===== src/rtl/lsu_mem_port.sv =====
// Load/store unit bridging the execute stage to one port of a byte-enabled,
// synchronous-read data RAM: one request in flight, faults never touch memory.
module lsu_mem_port (
    input  logic        clk,
    input  logic        rst,
    input  logic        req_valid,
    output logic        req_ready,
    input  logic        req_we,
    input  logic [2:0]  req_funct3,
    input  logic [31:0] req_addr,
    input  logic [31:0] req_wdata,
    output logic        resp_valid,
    output logic [31:0] resp_rdata,
    output logic        resp_fault,
    output logic [3:0]  mem_we,
    output logic [31:0] mem_waddr,
    output logic [31:0] mem_raddr,
    output logic [31:0] mem_wdata,
    input  logic [31:0] mem_rdata
);

    typedef enum logic [2:0] {IDLE, LD_ADDR, LD_DATA, ST, RESP} state_t;

    state_t      state, state_nxt;
    logic        accept;
    logic        req_fault;
    logic [2:0]  funct3_q;
    logic [1:0]  ofs_q;

    function automatic logic is_fault(input logic we, input logic [2:0] f3,
                                      input logic [1:0] a);
        case (f3)
            3'b000:  is_fault = 1'b0;
            3'b001:  is_fault = a[0];
            3'b010:  is_fault = (a != 2'b00);
            3'b100:  is_fault = we;
            3'b101:  is_fault = we | a[0];
            default: is_fault = 1'b1;
        endcase
    endfunction

    function automatic logic [3:0] store_be(input logic [1:0] sz, input logic [1:0] a);
        case (sz)
            2'b00:   store_be = 4'b0001 << a;
            2'b01:   store_be = a[1] ? 4'b1100 : 4'b0011;
            default: store_be = 4'b1111;
        endcase
    endfunction

    function automatic logic [31:0] store_data(input logic [1:0] sz, input logic [31:0] d);
        case (sz)
            2'b00:   store_data = {4{d[7:0]}};
            2'b01:   store_data = {2{d[15:0]}};
            default: store_data = d;
        endcase
    endfunction

    function automatic logic [31:0] load_extract(input logic [2:0] f3, input logic [1:0] a,
                                                 input logic [31:0] rd);
        logic [7:0]  b;
        logic [15:0] h;
        b = rd[{a, 3'b000} +: 8];
        h = rd[{a[1], 4'b0000} +: 16];
        case (f3)
            3'b000:  load_extract = {{24{b[7]}}, b};
            3'b100:  load_extract = {24'h0, b};
            3'b001:  load_extract = {{16{h[15]}}, h};
            3'b101:  load_extract = {16'h0, h};
            default: load_extract = rd;
        endcase
    endfunction

    assign req_ready  = (state == IDLE);
    assign resp_valid = (state == RESP);
    assign accept     = req_valid && req_ready;
    assign req_fault  = is_fault(req_we, req_funct3, req_addr[1:0]);

    always_ff @(posedge clk or posedge rst) begin
        if (rst) state <= IDLE;
        else     state <= state_nxt;
    end

    always_comb begin
        state_nxt = state;
        case (state)
            IDLE: begin
                if (accept) begin
                    if (req_fault)   state_nxt = RESP;
                    else if (req_we) state_nxt = ST;
                    else             state_nxt = LD_ADDR;
                end
            end
            LD_ADDR: state_nxt = LD_DATA;
            LD_DATA: state_nxt = RESP;
            ST:      state_nxt = RESP;
            RESP:    state_nxt = IDLE;
            default: state_nxt = IDLE;
        endcase
    end

    // Request capture: only the load path needs funct3 and the byte offset later
    always_ff @(posedge clk) begin
        if (accept) begin
            funct3_q <= req_funct3;
            ofs_q    <= req_addr[1:0];
        end
    end

    // Memory-side and response registers; mem_we lives for exactly the ST cycle
    always_ff @(posedge clk or posedge rst) begin
        if (rst) begin
            mem_we     <= 4'h0;
            mem_waddr  <= 32'h0;
            mem_raddr  <= 32'h0;
            mem_wdata  <= 32'h0;
            resp_rdata <= 32'h0;
            resp_fault <= 1'b0;
        end else begin
            mem_we <= 4'h0;
            if (accept) begin
                mem_raddr <= {req_addr[31:2], 2'b00};
                if (req_we && !req_fault) begin
                    mem_we    <= store_be(req_funct3[1:0], req_addr[1:0]);
                    mem_waddr <= {req_addr[31:2], 2'b00};
                    mem_wdata <= store_data(req_funct3[1:0], req_wdata);
                end
            end
            if (state == LD_DATA) begin
                resp_rdata <= load_extract(funct3_q, ofs_q, mem_rdata);
                resp_fault <= 1'b0;
            end else if (state == ST) begin
                resp_rdata <= 32'h0;
                resp_fault <= 1'b0;
            end else if (accept && req_fault) begin
                resp_rdata <= 32'h0;
                resp_fault <= 1'b1;
            end
        end
    end

endmodule


===== config.mk =====
export PLATFORM = sky130hd
export DESIGN_NAME = lsu_mem_port
export DESIGN_NICKNAME = d
export VERILOG_FILES = /design/src/rtl/lsu_mem_port.sv
export SDC_FILE = /design/constraint.sdc
export NUM_CORES = 1
export LEC_CHECK = 0
export CAP_MARGIN = 0
export CORE_UTILIZATION = 55
export DETAILED_ROUTE_END_ITERATION = 10
export DONT_BUFFER_PORTS = 1
export PLACE_DENSITY = 0.7
export SLEW_MARGIN = 10
export SYNTH_ARGS = -nofsm -noshare
export SYNTH_HDL_FRONTEND = slang
export SYNTH_SLANG_ARGS = --single-unit

===== constraint.sdc =====
create_clock -name clk -period 5.9 [get_ports clk]
set_input_delay 0.885 -clock clk [delete_from_list [all_inputs] [get_ports clk]]
set_output_delay 0.885 -clock clk [all_outputs]
set_load 0.01 [all_outputs]

==> impl_metrics.yaml <==
clock_tree:
  cts_tree: "built"
  clk_pin_slew_ns: 0.06
  cts.sinks: 137
  post-cts-setup-buffer-count: 0
  cts_root_buffer: "clkbuf_8"
  insertion_delay_ns: 0.52
  deepest_clock_path_buffer_count: 2
  cts-hold-fix-buffers: 0
  clock_tree.htree_level_count: 4
  total_cts_buffers: 17
  cts_repair_resize_count: 0
detailed_routing:
  detailroute.via_count: 4118
  detail_route.wirelength_mm: 14.38
  dr.first_iter.drc_count: 237
  via_per_inst: 6.137
  detail_route.wl_per_cell_microns: 21.43
  ant_nets: 0
  drc: 0
  drt-pass1-iter-count: 5
floorplanning:
  initial_utilization_pct: 57.43
  die_width_microns: 106.5
  top_level_pins: 238
  die-height_microns: 106.5
  floorplan.die_area_sq_um: 11350
  fp.coreArea_sq_um: 10460
  fp-row-count: 37
global_route:
  number_of_global_route_vias_before_repair: 4311
  use_met3_pct: 11.83
  number_of_antenna_violations_at_the_first_check_in_global_routing: 0
  grt_pass1_wl_mm: 22.43
  met1_usage_grt_pct: 29.32
  grt.overflow.total: 0
  grt_max_degree: 91
  top_usage_layer: "met2"
  grt.total_usage_pct: 26.10
  grt.met2_usage_pct: 41.88
critical_path:
  worstSetupStartpointType: "flop"
  critPathRequiredTime_ns: 6.30
  worstPathArrival_ns: 3.64
  critical_path.slowest_cell: "o21a_1"
  type_of_element_capturing_the_critical_path: "flop"
  worstSetupPathDepth: 4
  cp_num_buf_inv: 0
  rr_worst_depth: 4
  setup.worst_path.class: "flop to flop"
  crit_path_max_fanout: 33
  delay_of_the_slowest_cell_on_the_worst_path_ns: 0.86
  timing.critical_path.cells: "nor3_1 > nand2_1 > o21a_1 > a221o_2"
  worst_path_dominant_cell_family: "compound AO/OA/AOI/OAI gates"
synthesis:
  synth.area.top_cells: "dfrtp_1, mux2_2, nand2_1"
  synthFlopType: "dfrtp_1"
  synth_sequential_area_ratio_pct: 57.48
  syn_inst: 537
  postSynthRegisterBits: 137
  netlist-cell-type-count: 42
  share_of_flip_flops_with_an_asynchronous_set_or_reset_pct: 96.35
  synth_area_sq_um: 6008
  post_synth.cell_area_avg_sq_um: 11.19
  post-synth-top-area-fraction_pct: 54.98
  synth-warning-count: 0
  synth_enable_flop_cells: 5
  yosys.area.top_type: "dfrtp_1"
placed_design:
  placed_cell_area_sq_um: 6037
  place.gp.congestion: 0.7920
  port_buffers: 0
  place_hpwl_mm: 9.929
power:
  powerDensity_nw_per_um2: 484.5
  netSwitchingFraction_pct: 33.17
  leakagePower_nw: 3.073
  internal_power_consumption_mw: 2.144
  combinationalPowerShare_pct: 14.6
  sequential_cell_fraction_of_total_power_pct: 53.0
  vdd_ir_drop_max_mv: 0.2654
  clock_power_share_pct: 32.5
  net-switching-power_mw: 1.064
timing:
  unrepaired_setup_endpoints_after_global_routing: "false"
  hold_slack_ns: 0.2609
  slew_headroom_pct: 19.11
  timing_hold_violations_final: 0
  final.min_clock_period_ns: 3.243
  timing.final.setup_violations: 0
  final.setup.tns_ns: 0
  tightest_slew_ns: 1.213
  period_utilisation_layout_pct: 54.97
  maxClockFrequency_ghz: 0.3083
  drv_slew: 0
  clock_skew_ns: 0.007790
cells_and_area:
  multiInputGateArea_sq_um: 2352
  ant_cells: 0
  finish.instance_area_sq_um: 6621
  nets: 625
  area_growth_syn_to_layout_pct: 10.20
  mostFrequentLayoutCells: "dfrtp_1, nand2_1, mux2_2, o21ai_0, mux2i_1"
  regArea_sq_um: 3453
  nFillCells: 849
  layout.cells.most_common: "dfrtp_1"
  post_layout_util_pct: 63.29
  final_layout_size_suffix_gt1_share_pct: 19.44
worst_hold_path:
  hold_path.class: "primary input to asynchronous set/reset pin"
status:
  outcome: "finished clean"
flow_run:
  max_cap_violations: 0
==> final cells by class <==
cell class	count	area share (%)
clock buffers	20	6.727
clock inverters	12	2.098
inverters	9	0.5858
multi-input cells	354	35.53
flip-flops and latches	137	52.15
well taps	136	2.570
repair buffers	3	0.3401
==> flip-flops by register name, indices dropped and copies added, names as in the netlist <==
| register | flops |
|---|---|
| mem_wdata | 32 |
| resp_rdata | 32 |
| mem_raddr | 30 |
| mem_waddr | 30 |
| mem_we | 4 |
| funct3_q | 3 |
| state | 3 |
| ofs_q | 2 |
| resp_fault | 1 |
==> final timing paths <==
kind / start / end / slack, ns
max: state[1]$_DFFE_PP0P_ / resp_rdata[26]$_DFFE_PP0P_ / 2.66
min: rst / mem_wdata[0]$_DFFE_PP0P_ / 0.26
max reg2reg: state[1]$_DFFE_PP0P_ / resp_rdata[26]$_DFFE_PP0P_ / 2.66
min reg2reg: state[2]$_DFFE_PP0P_ / state[1]$_DFFE_PP0P_ / 0.50
max in group asynchronous: rst / mem_we[2]$_DFF_PP0_ / 4.27
min in group clk: req_funct3[2] / funct3_q[2]$_DFFE_PP_ / 0.47
==> metal layers <==
metal,part of all wire [%],vias to the layer above
met1,37,2038
met3,11,35
met5,0,-
li1,-,1846
met4,2.7,0
met2,49,199
==> Yosys cell counts (7+ instances only) <==
master     count
dfrtp_1      132
nand2_1      117
mux2_2        42
o21ai_0       36
clkbuf_1      25
mux2i_1       25
a221o_2       20
nor2_1        20
a21oi_1       16
nand2b_1      15
inv_1          8
o2bb2ai_1      8
a32o_1         7
==> power by group through the flow <==
stage	registers [mW]	clock network, mW	logic (mW)
4_1_cts	1.70	1.06	0.474
2_1_floorplan	1.61	0	0.419
3_5_place_dp	1.71	0	0.473
6_report	1.70	1.04	0.467
3_3_place_gp	1.71	0	0.441
5_1_grt	1.74	1.10	0.531
==> cell families after synthesis <==
logic type | Yosys count | share of synthesized area (%)
AO/OA/AOI/OAI | 105 | 12.70
AND/OR/NAND/NOR | 174 | 12.66
buffers and inverters | 49 | 3.561
multiplexers | 71 | 13.54
flip-flops | 137 | 57.48
other | 1 | 0.06241
==> stage by stage <==
stage	cells	power [mW]	worst slack (ns)
floorplan	540	2.025	1.489
global route	671	3.369	2.424
detailed placement	639	2.187	2.569
CTS	671	3.238	2.644
finish	671	3.208	2.657
global placement	639	2.148	2.642
(Power assumes the default switching activity.)
